==> src/rtl/ai_pkg.sv <==
// Shared definitions for the AI datapath: default element width, the element type,
// and an index-width helper for counters and memory addresses.
package ai_pkg;

  localparam int AI_DATA_WIDTH = 16;

  typedef logic signed [AI_DATA_WIDTH-1:0] fm_elem_t;

  // Bits needed to index 'depth' items; at least one so ports never collapse to zero width.
  function automatic int idx_width(input int depth);
    if (depth > 1) begin
      return $clog2(depth);
    end else begin
      return 1;
    end
  endfunction

endpackage

==> src/rtl/ai_pool_line_buffer.sv <==
// Single-port synchronous line buffer that holds one horizontal pair-max per window column.
// It reads before it writes, so the read port returns the old contents of the addressed entry.
module ai_pool_line_buffer
  import ai_pkg::*;
#(
  parameter int DATA_WIDTH = AI_DATA_WIDTH,
  parameter int DEPTH      = 4,
  parameter int AW         = idx_width(DEPTH)
) (
  input  logic                  clk,
  input  logic                  en,
  input  logic                  we,
  input  logic [AW-1:0]         addr,
  input  logic [DATA_WIDTH-1:0] wdata,
  output logic [DATA_WIDTH-1:0] rdata
);

  logic [DATA_WIDTH-1:0] mem [DEPTH];

  // The contents are not reset: every entry is written in an even row before an odd row reads it.
  always_ff @(posedge clk) begin
    if (en) begin
      rdata <= mem[addr];
      if (we) begin
        mem[addr] <= wdata;
      end
    end
  end

endmodule

==> src/rtl/ai_pooling_unit.sv <==
// 2x2 stride-2 signed max-pooling of a raster-order valid-only stream, with a per-layer
// bypass that has the same one-cycle latency. frame_done marks the last element of each frame.
module ai_pooling_unit
  import ai_pkg::*;
#(
  parameter int DATA_WIDTH = AI_DATA_WIDTH,
  parameter int IMG_W      = 8,
  parameter int IMG_H      = 8
) (
  input  logic                  clk,
  input  logic                  rst,
  input  logic [DATA_WIDTH-1:0] in_data,
  input  logic                  in_valid,
  input  logic                  pool_en,
  input  logic                  clr,
  output logic [DATA_WIDTH-1:0] out_data,
  output logic                  out_valid,
  output logic                  frame_done
);

  localparam int HALF_W = IMG_W / 2;
  localparam int CW     = idx_width(IMG_W);
  localparam int RW     = idx_width(IMG_H);
  localparam int AW     = idx_width(HALF_W);
  localparam logic [CW-1:0] COL_LAST = CW'(IMG_W - 1);
  localparam logic [RW-1:0] ROW_LAST = RW'(IMG_H - 1);

  if (IMG_W < 2 || (IMG_W % 2) != 0 || IMG_H < 2 || (IMG_H % 2) != 0) begin : g_bad_geometry
    $error("ai_pooling_unit: IMG_W and IMG_H must be even and >= 2");
  end

  function automatic logic signed [DATA_WIDTH-1:0] smax(
    input logic signed [DATA_WIDTH-1:0] a,
    input logic signed [DATA_WIDTH-1:0] b
  );
    return (b > a) ? b : a;
  endfunction

  logic [CW-1:0]                col, col_nxt;
  logic [RW-1:0]                row, row_nxt;
  logic signed [DATA_WIDTH-1:0] h_max, h_max_nxt;
  logic signed [DATA_WIDTH-1:0] din, pair, lb_rdata;
  logic                         accept, col_odd, row_odd, at_last;
  logic                         lb_en, lb_we;
  logic [AW-1:0]                lb_addr;
  logic [DATA_WIDTH-1:0]        out_data_nxt;
  logic                         out_valid_nxt, frame_done_nxt;

  assign din     = in_data;
  assign accept  = in_valid & ~clr;
  assign col_odd = col[0];
  assign row_odd = row[0];
  assign at_last = (col == COL_LAST) && (row == ROW_LAST);
  assign pair    = smax(h_max, din);
  assign lb_addr = AW'(col >> 1);

  // Even rows store the pair-max; the odd row prefetches that entry on its even column,
  // so the registered read is ready when the window-completing element arrives.
  always_comb begin
    lb_en = 1'b0;
    lb_we = 1'b0;
    if (accept && pool_en) begin
      lb_en = (row_odd != col_odd);
      lb_we = !row_odd && col_odd;
    end else begin
      lb_en = 1'b0;
      lb_we = 1'b0;
    end
  end

  ai_pool_line_buffer #(
    .DATA_WIDTH (DATA_WIDTH),
    .DEPTH      (HALF_W),
    .AW         (AW)
  ) u_line_buf (
    .clk   (clk),
    .en    (lb_en),
    .we    (lb_we),
    .addr  (lb_addr),
    .wdata (pair),
    .rdata (lb_rdata)
  );

  // Position counters and horizontal max; counters also run in bypass so frame_done works there.
  always_comb begin
    col_nxt   = col;
    row_nxt   = row;
    h_max_nxt = h_max;
    if (clr) begin
      col_nxt   = '0;
      row_nxt   = '0;
      h_max_nxt = '0;
    end else if (in_valid) begin
      if (col == COL_LAST) begin
        col_nxt = '0;
        if (row == ROW_LAST) begin
          row_nxt = '0;
        end else begin
          row_nxt = row + RW'(1);
        end
      end else begin
        col_nxt = col + CW'(1);
        row_nxt = row;
      end
      if (pool_en && !col_odd) begin
        h_max_nxt = din;
      end else begin
        h_max_nxt = h_max;
      end
    end else begin
      col_nxt   = col;
      row_nxt   = row;
      h_max_nxt = h_max;
    end
  end

  // Output selection: a pooled result only on the window-completing element; data holds otherwise.
  always_comb begin
    out_data_nxt   = out_data;
    out_valid_nxt  = 1'b0;
    frame_done_nxt = 1'b0;
    if (accept) begin
      frame_done_nxt = at_last;
      if (pool_en) begin
        if (row_odd && col_odd) begin
          out_valid_nxt = 1'b1;
          out_data_nxt  = smax(lb_rdata, pair);
        end else begin
          out_valid_nxt = 1'b0;
          out_data_nxt  = out_data;
        end
      end else begin
        out_valid_nxt = 1'b1;
        out_data_nxt  = in_data;
      end
    end else begin
      out_valid_nxt  = 1'b0;
      frame_done_nxt = 1'b0;
      out_data_nxt   = out_data;
    end
  end

  // State and output registers.
  always_ff @(posedge clk or posedge rst) begin
    if (rst) begin
      col        <= '0;
      row        <= '0;
      h_max      <= '0;
      out_data   <= '0;
      out_valid  <= 1'b0;
      frame_done <= 1'b0;
    end else begin
      col        <= col_nxt;
      row        <= row_nxt;
      h_max      <= h_max_nxt;
      out_data   <= out_data_nxt;
      out_valid  <= out_valid_nxt;
      frame_done <= frame_done_nxt;
    end
  end

endmodule

==> config.mk <==
export PLATFORM = sky130hd
export DESIGN_NAME = ai_pooling_unit
export DESIGN_NICKNAME = d
export VERILOG_FILES = /design/src/rtl/ai_pkg.sv /design/src/rtl/ai_pool_line_buffer.sv /design/src/rtl/ai_pooling_unit.sv
export SDC_FILE = /design/constraint.sdc
export NUM_CORES = 1
export LEC_CHECK = 0
export ABC_AREA = 1
export CAP_MARGIN = 20
export CORE_AREA = 2 2 124 126
export CTS_CLUSTER_SIZE = 28
export DETAILED_ROUTE_END_ITERATION = 8
export DIE_AREA = 0 0 126 128
export MAX_ROUTING_LAYER = met4
export PLACE_DENSITY = 0.59
export SLEW_MARGIN = 0
export SYNTH_ARGS = -nofsm -noshare
export SYNTH_HDL_FRONTEND = slang
export SYNTH_SLANG_ARGS = --single-unit
==> constraint.sdc <==
create_clock -name clk -period 4.8 [get_ports clk]
set_input_delay 0.72 -clock clk [delete_from_list [all_inputs] [get_ports clk]]
set_output_delay 0.72 -clock clk [all_outputs]
set_load 0.1 [all_outputs]
==> flow_summary.toml <==
[sta]
setup_slack_ns = 0.6174
maxSlewHeadroom = 0.3393
slew_violations = 0
fin_crit_ns = 4.183
rsz0062_at_grt = "false"
finalHoldViolations = 0
fin_tns_setup_ns = 0
max_freq_mhz = 239.1
worstMarginPinSlew_ns = 0.9879
clock_skew_ns = 0.01075
finalSetupViolations = 0
fin_crit_sh = 0.8714
whs_ns = 0.5178

[synthesis]
synth_compound_area_frac = 0.1055
synth_seq_cells = 120
yosysTopAreaCellShare = 0.4028
synth_top_family_by_area = "simple AND/OR/NAND/NOR gates"
netlist_area_um2 = 5964
syn_nets = 642
synth_enable_flop_cells = 80
synth_flop_cell = "edfxtp_1"
synthXorXnorAreaFrac = 0
synth_cells = 582
synth.distinct_cells = 31
syn_area_per_cell_um2 = 10.25
synth-adder-area-share = 0.08181
ys_seq_area_frac = 0.5706
yosys-top-cells-area = "edfxtp_1 40%, dfrtp_1 17%, ha_1 8.2%, nand3_1 7.2%, nand2_1 5.1%"
post-synth-top-area-cell = "edfxtp_1"
ys_async_sr_fraction = 0.3333
synth_warnings = 0
muxShareOfSynthArea = 0
synth-simple-area-share = 0.1836

[placement]
portBuffers = 38
pre_cts_slack_ns = 0.2201
dpl_cell_area_um2 = 6639
place_inst = 801
globalplace.congestion = 0.8587
dp_hpwl_um = 10010

[layout]
postLayoutCellArea_um2 = 7196
nets = 692
area_growth_pct = 20.64
finalNonFillerCells = 833
fill_cells = 1412
layout-drive-gt1-share = 0.1209
layout.area.seq_um2 = 3403
utilization = 0.4841
antennaDiodeCount = 0
multi_input_area_um2 = 2256

[floorplanning]
rows = 45
die-height_um = 128
pin_count = 39
core_um2 = 14860
die_w_um = 126
initial_core_util = 0.4013
fp.dieArea_um2 = 16130

[setup_path]
cp.arrival_ns = 4.48
cp-start-kind = "input port"
crit_start = "in_data[5]"
worstSetupEndpointType = "register"
cp_top_family = "simple AND/OR/NAND/NOR gates"
path_common_cell = "nand2_1"
max_stage_delay_ns = 0.51
crit_type = "input port to register"
r2r_slack_ns = 1.07
crit_chain = "clkdlybuf4s50_1 -> ha_1 -> a21oi_1 -> nor2_1 -> nor2_1 -> nand2_1 -> nand2_1 -> nand2_1 -> nand2_2 -> nand3_4 -> nand2_1 -> nand2_1 -> ha_1 -> nand2_1 -> nor2_2 -> nand3_2 -> nor2_2 -> nand2_1 -> nand4_1 -> nand3_4 -> inv_2 -> nand3_1 -> nand2_1 -> a21oi_1"
cp_data_required_time_ns = 5.10
rr_startpoint = "h_max[15]$_DFFE_PP0P_"
reg2regPathDepth = 21
r2r-end = "out_data[12]$_DFFE_PP0P_"
critical_path.max_fanout = 16
cp_slowest_cell = "clkdlybuf4s50_1"
crit_buf_inv = 2

[clocking]
worstSkewPairLatency_ns = 0.42
cts_tree = "yes"
ctsResizeCount = 0
clock_path_buffers = 2
clkTransAtPathRegs_ns = 0.06
clock_sinks = 120
clockRootBuffer = "clkbuf_16"
htreeDepth = 4
cts_setup_buffers = 0
hold_buffers = 0
cts-buffers-inserted = 17

[detailed_routing]
totalWireLength_um = 14390
drt_pass1_iterations = 5
drc = 0
viasPerCell = 5.343
vias = 4451
wl_per_cell_um = 17.27
final_antenna_net_count = 0
drt_iter0_drc = 244

[job]
max_cap_viol_count = 0

[global_routing]
grt_max_degree = 41
grt_pass1_wl_um = 23560
grt_antenna_before_repair = 0
track_usage = 0.1952
grt_pass1_vias = 4427
grt_overflow = 0

[min_path]
hold_path_class = "register to register"
hold_start = "out_data[5]$_DFFE_PP0P_"
min_to = "out_data[5]$_DFFE_PP0P_"
worstHoldPathCells = 2

[power_and_ir_drop]
p_leak_nw = 2.943
power.total_mw = 3.195
vdd_drop_max_mv = 0.2010
power.density_cell_area_nw_per_um2 = 444.0

[status]
status = "finished clean"
[flip-flops by register name, summed over array words and instances (netlist names)]
signal	cells
row	3
frame_done	1
out_valid	1
out_data	16
u_line_buf.rdata	16
col	3
h_max	16
u_line_buf.mem	64
[kinds of logic after synthesis]
| family | after synthesis |
|---|---|
| AO/OA/AOI/OAI | 107 |
| adder cells (fa/ha/maj) | 39 |
| buffers and inverters | 85 |
| flip-flops | 120 |
| AND/OR/NAND/NOR | 231 |
[Yosys cell counts, types with 4 or more instances]
cell type,count
dfrtp_1,40
edfxtp_1,80
nand3_1,86
nand2_1,81
a21oi_1,49
a21oi_2,11
nand4_1,20
a22oi_1,16
nor2_1,29
nor3_1,4
inv_1,56
clkbuf_1,18
o21ai_0,26
ha_1,39
[worst register-to-register path: cells and delay by family, from the launching register on]
| family | cells | cell delay, ns |
|---|---|---|
| AND/OR/NAND/NOR | 16 | 2.19 |
| adder cells (fa/ha/maj) | 2 | 0.72 |
| flip-flops | 1 | 0.35 |
| buffers and inverters | 2 | 0.31 |
| AO/OA/AOI/OAI | 1 | 0.07 |
[cell type report]
type | count | area share
tap | 188 | 0.03269
clock buffer | 17 | 0.05912
timing repair buffer | 57 | 0.07268
multi-input combinational | 377 | 0.3135
sequential | 120 | 0.4730
inverter | 59 | 0.03078
clock inverter | 15 | 0.01826
[layer usage]
layer	track usage	vias to the layer above	routed length, um
li1	-	2169	-
met1	0.2595	2140	6752
met2	0.3008	115	6696
met3	0.03255	27	604
met4	0.07822	0	336
met5	-	-	0
[worst max-delay path by stage]
stage / endpoint / slack (ns) / cells past startpoint
final: out_data[12]$_DFFE_PP0P_ / 0.62 / 24
after global routing: out_data[5]$_DFFE_PP0P_ / 0.20 / 24
after CTS: out_data[13]$_DFFE_PP0P_ / 0.65 / 24
after detailed placement: out_data[13]$_DFFE_PP0P_ / 0.22 / 24
after floorplan: out_data[2]$_DFFE_PP0P_ / 1.21 / 23
after global placement: out_data[13]$_DFFE_PP0P_ / 0.30 / 21
[layout by cell type (no fill, tap or decap), types with 4 or more instances in the layout]
cell type / instances
a21oi_1: 49
a21oi_2: 11
a22oi_1: 16
buf_4: 19
clkbuf_16: 17
clkdlybuf4s50_1: 38
clkinv_1: 4
clkinv_4: 4
clkinvlp_4: 5
dfrtp_1: 40
edfxtp_1: 80
ha_1: 39
inv_1: 56
nand2_1: 81
nand3_1: 86
nand4_1: 20
nor2_1: 29
o21ai_0: 26
[report_power, final]
group	internal [mW]	switching [mW]
sequential	1.19	0.0327
combinational	0.216	0.569
clock	0.710	0.481
total	2.11	1.08
Power figures use the tool's default switching activity.
